**config.mk**
```make
export PLATFORM = sky130hd
export DESIGN_NAME = sid_bus_writer
export DESIGN_NICKNAME = d
export VERILOG_FILES = /design/src/rtl/sid_bus_writer.sv
export SDC_FILE = /design/constraint.sdc
export NUM_CORES = 1
export LEC_CHECK = 0
export CAP_MARGIN = 25
export CORE_MARGIN = 8
export CORE_UTILIZATION = 40
export CTS_BUF_LIST = sky130_fd_sc_hd__clkbuf_4 sky130_fd_sc_hd__clkbuf_8
export DETAILED_ROUTE_END_ITERATION = 7
export PLACE_DENSITY_LB_ADDON = 0.1
export SLEW_MARGIN = 10
export SYNTH_ARGS = -nofsm -noshare
export SYNTH_HDL_FRONTEND = slang
export SYNTH_SLANG_ARGS = --single-unit
```
**constraint.sdc**
```tcl
create_clock -name clk -period 2.5 [get_ports clk]
set_input_delay 0.375 -clock clk [delete_from_list [all_inputs] [get_ports clk]]
set_output_delay 0.375 -clock clk [all_outputs]
set_load 0.02 [all_outputs]
```
**src/rtl/sid_bus_writer.sv**
```systemverilog
// Register-write initiator for the triple-voice synthesizer bus: queues (voice, addr, data)
// requests and replays each one as setup, a write-enable strobe, then a quiet gap.
module sid_bus_writer #(
    parameter int DEPTH     = 4,
    parameter int SETUP_CYC = 1,
    parameter int HOLD_CYC  = 2,
    parameter int GAP_CYC   = 2
) (
    input  logic                       clk,
    input  logic                       rst,
    input  logic                       req_valid,
    output logic                       req_ready,
    input  logic [1:0]                 req_voice,
    input  logic [2:0]                 req_addr,
    input  logic [7:0]                 req_data,
    output logic [2:0]                 bus_addr,
    output logic [1:0]                 bus_voice,
    output logic                       bus_we,
    output logic [7:0]                 bus_data,
    output logic                       busy,
    output logic [$clog2(DEPTH+1)-1:0] level,
    output logic                       bad_req
);

    localparam int AW     = $clog2(DEPTH);
    localparam int LW     = $clog2(DEPTH + 1);
    localparam int CMAX_A = (SETUP_CYC > HOLD_CYC) ? SETUP_CYC : HOLD_CYC;
    localparam int CMAX   = (CMAX_A > GAP_CYC) ? CMAX_A : GAP_CYC;
    localparam int CW     = (CMAX > 1) ? $clog2(CMAX) : 1;

    typedef struct packed {
        logic [1:0] voice;
        logic [2:0] addr;
        logic [7:0] data;
    } req_t;

    typedef enum logic [1:0] {IDLE, SETUP, STROBE, GAP} state_t;

    req_t            mem_q [DEPTH];
    logic [AW-1:0]   wr_ptr_q, wr_ptr_d;
    logic [AW-1:0]   rd_ptr_q, rd_ptr_d;
    logic [LW-1:0]   level_q, level_d;
    logic            bad_req_q, bad_req_d;

    state_t          state_q, state_d;
    logic [CW-1:0]   cnt_q, cnt_d;
    req_t            bus_q, bus_d;
    logic            bus_we_q, bus_we_d;

    logic            full, empty, legal, accept, push, pop;

    assign full   = (level_q == LW'(DEPTH));
    assign empty  = (level_q == '0);
    assign legal  = (req_voice != 2'd3) && (req_addr != 3'd3) && (req_addr != 3'd7);
    assign accept = req_valid && req_ready;
    assign push   = accept && legal;
    // Popping only from IDLE gives the one-edge minimum residency (no bypass path).
    assign pop    = (state_q == IDLE) && !empty;

    // NOTE: every always_comb output gets a default first so no path leaves it unassigned (no latch).
    always_comb begin
        wr_ptr_d  = wr_ptr_q;
        rd_ptr_d  = rd_ptr_q;
        level_d   = level_q;
        bad_req_d = accept && !legal;
        if (push) wr_ptr_d = wr_ptr_q + 1'b1;
        if (pop)  rd_ptr_d = rd_ptr_q + 1'b1;
        case ({push, pop})
            2'b10:   level_d = level_q + 1'b1;
            2'b01:   level_d = level_q - 1'b1;
            default: level_d = level_q;
        endcase
    end

    always_comb begin
        state_d  = state_q;
        cnt_d    = cnt_q;
        bus_d    = bus_q;
        bus_we_d = bus_we_q;
        case (state_q)
            IDLE: begin
                if (!empty) begin
                    state_d = SETUP;
                    cnt_d   = CW'(SETUP_CYC - 1);
                    bus_d   = mem_q[rd_ptr_q];
                end
            end
            SETUP: begin
                if (cnt_q == '0) begin
                    state_d  = STROBE;
                    cnt_d    = CW'(HOLD_CYC - 1);
                    bus_we_d = 1'b1;
                end else begin
                    cnt_d = cnt_q - 1'b1;
                end
            end
            STROBE: begin
                if (cnt_q == '0) begin
                    state_d  = GAP;
                    cnt_d    = CW'(GAP_CYC - 1);
                    bus_we_d = 1'b0;
                end else begin
                    cnt_d = cnt_q - 1'b1;
                end
            end
            GAP: begin
                if (cnt_q == '0) state_d = IDLE;
                else             cnt_d   = cnt_q - 1'b1;
            end
            default: begin
                state_d  = IDLE;
                bus_we_d = 1'b0;
            end
        endcase
    end

    // NOTE: sequential state uses non-blocking assignments so every flop samples pre-edge values.
    always_ff @(posedge clk or posedge rst) begin
        if (rst) begin
            wr_ptr_q  <= '0;
            rd_ptr_q  <= '0;
            level_q   <= '0;
            bad_req_q <= 1'b0;
            state_q   <= IDLE;
            cnt_q     <= '0;
            bus_q     <= '0;
            bus_we_q  <= 1'b0;
        end else begin
            wr_ptr_q  <= wr_ptr_d;
            rd_ptr_q  <= rd_ptr_d;
            level_q   <= level_d;
            bad_req_q <= bad_req_d;
            state_q   <= state_d;
            cnt_q     <= cnt_d;
            bus_q     <= bus_d;
            bus_we_q  <= bus_we_d;
        end
    end

    // NOTE: FIFO storage has no reset; an entry is only read after it has been written.
    always_ff @(posedge clk) begin
        if (push) mem_q[wr_ptr_q] <= {req_voice, req_addr, req_data};
    end

    assign req_ready = !full;
    assign bus_voice = bus_q.voice;
    assign bus_addr  = bus_q.addr;
    assign bus_data  = bus_q.data;
    assign bus_we    = bus_we_q;
    assign level     = level_q;
    assign bad_req   = bad_req_q;
    assign busy      = (state_q != IDLE) || !empty;

endmodule

```
# Word level (Yosys, flattened, before mapping)
# Memory sizes are Yosys's and may differ from the RTL's. A register that Yosys moved wholly into a read port is not among the register bits.
# Cells that the tools add are included.
# totals
reg_bits	12
word_cells	61
ram_bits	52
input_bits	16
output_inout_bits	20
n_memories	1
# classes
eq_ne	13
n_addsub	5
muxes	15
n_bitwise	1
reduce_logical	19
# mem_list
memory	words	width	read_ports	rd_ports_with_merged_regs	wr	line_no	text
mem_q	4	13	1	1	1	39	req_t mem_q [DEPTH];
# op_table
operator	count
inequality test 2 bit, second input constant	5
2-to-1 mux 2 bit	4
case mux 2 bit (4 select lines)	1
2-to-1 mux 1 bit	7
== test 2 bit, second input constant	3
logical AND 1 bit	6
case mux 3 bit (2 select lines)	1
nonzero test 2 bit	3
adder 2 x 1 -> 2 bit, second input constant	2
== test 2 x 1 -> 1 bit, second input constant	2
AND reduction 4 bit	1
adder 3 x 1 -> 3 bit, second input constant	1
== test 3 bit, second input constant	1
zero test 1 bit	3
zero test 3 bit	1
inequality test 3 x 2 -> 1 bit, second input constant	1
inequality test 3 bit, second input constant	1
case mux 1 bit (3 select lines)	1
AND reduction 3 bit	1
subtractor 3 x 1 -> 3 bit, second input constant	1
zero test 2 bit	1
case mux 1 bit (2 select lines)	1
AND reduction 2 bit	1
OR reduction 2 bit	1
other kinds (3)	3

# Longest topological paths before layout
# logic_depth
word_depth	6
depth_mapped	11
mapped_depth_nobuf	10

# Worst setup path before layout
# Ideal clock, no wire load.
# synth_path
path_type	register to register
from	reg level_q[0], in the netlist level[0]
to	reg level_q[2], in the netlist level[2]
period_less_slack_ns	2.451
stages_incl_launch_ff	11
arrival_time_ns	2.371
setup_ns	0.080
path_buffers	1
slack_ns	0.049
t_required_ns	2.420
cell_sequence	dfrtp_1 -> or3b_1 -> and3_1 -> buf_2 -> inv_1 -> ha_1 -> inv_1 -> fa_1 -> xor2_1 -> nor2_1 -> xor2_1
# synth_via
elab_chain_cells	6
word_cells_on_any_way	13
cone_classes	add/sub (2); eq/ne (3); mux (1); reduce/logical (7)
# synth_rtl
element	line_no	text
from (decl)	42	logic [LW-1:0] level_q, level_d;
from (signal assigned)	131	level_q <= level_d;
== test 3 bit *	52	assign full = (level_q == LW'(DEPTH));
zero test 1 bit *	145	assign req_ready = !full;
net req_ready	12	output logic req_ready,
logical AND 1 bit *	55	assign accept = req_valid && req_ready;
logical AND 1 bit *	56	assign push = accept && legal;
== test 2 x 1 -> 1 bit or == test 2 bit (tied branches)	68	case ({push, pop})
case mux 3 bit (2 select lines) or nonzero test 2 bit (tied branches)	-	
# The timed path passes the listed nets; every way through them passes the cells marked *.
# A chain may end at the register's enable or synchronous reset.

# Final worst setup path
# layout_path
from	reg state_q[0]
to	out busy
# layout_via
elab_chain_cells	2
# layout_rtl
element	line_no	text
from (decl)	45	state_t state_q, state_d;
from (signal assigned)	133	state_q <= state_d;
nonzero test 2 bit	152	assign busy = (state_q != IDLE) || !empty;
logical OR 1 bit	152	
to (decl)	20	output logic busy,
# Every way passes these cells.

==> impl_metrics.tcl <==
set metrics [dict create \
    status "complete, no violations" \
    endpoint_kind "output port" \
    crit_chain "inv_1 > ha_1 > or4b_1 > dlygate4sd2_1" \
    internal_power_mw 2.965 \
    multiInputGateArea_um2 805.8 \
    path_max_fanout 4 \
    area_growth_pct 23.88 \
    synth.distinct_cells 26 \
    dieArea_mm2 0.01071 \
    grt_pass1_vias 1889 \
    nNetsFinal 267 \
    slew_headroom 0.5527 \
    avgSynthCellArea_um2 16.37 \
    crit_required_ns 2.12 \
    powerDensity_mw_per_mm2 1178 \
    combinationalPowerShare 0.373 \
    finalClockSkew_ns 0.005779 \
    swShare 0.3363 \
    die_y_um 103.5 \
    drive_above_1_share 0.1770 \
    cts_resized 1 \
    cts_root_buffer "clkbuf_8" \
    clockBufferDepth 2 \
    via_count 1650 \
    first_pass_iters 4 \
    gr-total-overflow 0 \
    die_x_um 103.5 \
    setup_violations 0 \
    worstHoldPathType "input port to asynchronous set/reset pin" \
    ir_drop_uv 575.6 \
    synth_compound_area_frac 0.01431 \
    worst_slew_pin_slew_ns 0.6710 \
    cts_setup_buffers 0 \
    htreeDepth 3 \
    mostFrequentLayoutCells "edfxtp_1, nand2_1, clkdlybuf4s50_1" \
    totalPowerFinal_mw 4.466 \
    cts_hold_buf 0 \
    antenna_found_initial 0 \
    synth_xor_area_frac 0.01717 \
    post-route-period-util 0.9469 \
    clk_latency_ns 0.34 \
    grt_use_total 0.1227 \
    synth_cells 187 \
    fmax_ghz 0.4224 \
    maxCapViolCount 0 \
    drt_iter0_markers 60 \
    hpwl_um 3977 \
    yosys-top-cells-area "edfxtp_1, dfrtp_1, mux4_2, nand2_1, ha_1" \
    ios 36 \
    drt_wl_total_um 5780 \
    gp_congestion 0.7398 \
    grt_setup_unrepaired "no" \
    drc 0 \
    fp.coreArea_mm2 0.007567 \
    critPathKind "flop to output port" \
    leakage_nw 1.488 \
    crit_family "simple AND/OR/NAND/NOR gates" \
    finalMaxSlewViolations 0 \
    pwr-share-seq 0.429 \
    yosysTopAreaCellShare 0.5102 \
    synth_top_area_cell "edfxtp_1" \
    diodes 0 \
    vias_per_cell 4.783 \
    ant_nets 0 \
    cts_sinks 77 \
    setup_ws_ns 0.1328 \
    muxShareOfSynthArea 0.1108 \
    dp_slack_ns 0.05639 \
    fin_crit_ns 2.367 \
    cp.arrival_ns 1.99 \
    yosys.area_share.simple 0.07359 \
    ys.warnings.count 0 \
    ys_seq_area_frac 0.7146 \
    io_buffers 35 \
    p_sw_mw 1.502 \
    final-seq-area_mm2 0.002187 \
    synth_top_family_by_area "multiplexers" \
    p_clk_frac 0.198 \
    rrSetupSlack_ns 0.20 \
    numCtsBuffers 9 \
    hold_viol 0 \
    synthAdderAreaFrac 0.04742 \
    finalSetupTns_ns 0 \
    final_common_cell "edfxtp_1" \
    fillers 621 \
    grt_pass1_wl_um 9397 \
    cts_tree "built" \
    worst_setup_path_start_kind "flop" \
    syn-num-nets 214 \
    start_util 0.4044 \
    grt_max_degree 26 \
    critPathMaxStageDelay_ns 0.54 \
    synth-seq-cells 77 \
    rows 32 \
    wl_per_cell_um 16.75 \
    cp_num_cells 4 \
    reg2reg_depth 9 \
    synthesis.area_mm2 0.003060 \
    clk_pin_slew_ns 0.08 \
    crit_buf_inv 2 \
    cp_slowest_cell "or4b_1" \
]
==> state kept, by name, indices dropped and copies added, names as in the netlist <==
| name | count |
|---|---|
| bus_voice | 2 |
| bus_addr | 3 |
| rd_ptr_q | 2 |
| state_q | 2 |
| bad_req | 1 |
| wr_ptr_q | 2 |
| mem_q | 52 |
| cnt_q | 1 |
| level | 3 |
| bus_we | 1 |
| bus_data | 8 |
==> cells in the mapped netlist (all sizes together) <==
master / n
a21oi: 2
a22oi: 1
and2: 4
and3: 1
buf: 3
clkbuf: 3
dfrtp: 25
edfxtp: 52
fa: 1
ha: 10
inv: 11
mux2: 2
mux2i: 2
mux4: 13
nand2: 41
nand3: 1
nor2: 3
nor3: 1
o21ai: 2
o31ai: 1
or3b: 1
or4b: 1
xnor2: 4
xor2: 2
==> final timing paths <==
path	end	start
setup / recovery	busy	state_q[0]
hold / removal	bus_addr[2]	rst
setup reg to reg	level[2]	level[0]
hold reg to reg	bus_data[2]	bus_data[2]
max in group asynchronous	bus_data[6]	rst
min in group clk	bus_data[2]	bus_data[2]
==> metal layers <==
metal / part of all wire / up-vias / track usage
li1: - / 768 / -
met1: 0.41 / 837 / 0.1348
met2: 0.53 / 35 / 0.2110
met3: 0.048 / 10 / 0.03414
met4: 0.015 / 0 / 0.06563
met5: 0 / - / 0
==> power by group through the flow <==
| stage | registers (mW) | clock network (mW) | logic (mW) |
|---|---|---|---|
| after global routing | 1.97 | 0.955 | 1.84 |
| final | 1.92 | 0.884 | 1.66 |
| after global placement | 1.93 | 0 | 1.65 |
| after CTS | 1.93 | 0.916 | 1.70 |
| after detailed placement | 1.96 | 0 | 1.70 |
| after floorplan | 2.02 | 0 | 0.947 |
==> stage by stage <==
stage	instances	hold slack [ns]	util	cell area, um2
2_1_floorplan	187	0.4023	-	3060
3_3_place_gp	331	0.4572	0.4770	3610
3_5_place_dp	331	0.4621	0.4770	3610
4_1_cts	345	0.3937	0.5010	3791
5_1_grt	345	0.4428	0.5010	3791
6_report	345	0.3903	0.5010	3791
==> worst min-delay path, cell delays in order <==
cell and delay [ns]:
clkdlybuf4s50_1 0.40, inv_1 0.05, buf_4 0.31
==> layout make-up <==
| class | instances | share of cell area |
|---|---|---|
| clock buffers | 10 | 0.03465 |
| clock inverters | 4 | 0.01353 |
| inverters | 11 | 0.01089 |
| multi-input cells | 93 | 0.2125 |
| flip-flops and latches | 77 | 0.5769 |
| well taps | 102 | 0.03366 |
| repair buffers | 48 | 0.1178 |
==> logic make-up (layout without fill, tap and decap cells) <==
family | after synthesis | count (layout)
AOI/OAI and AO/OA | 6 | 6
and+or+nand+nor | 53 | 53
adders and majority gates | 11 | 11
DFF | 77 | 77
buffers and inverters | 17 | 73
xor gates and xnor gates | 6 | 6
muxes | 17 | 17
(Power assumes the default switching activity.)
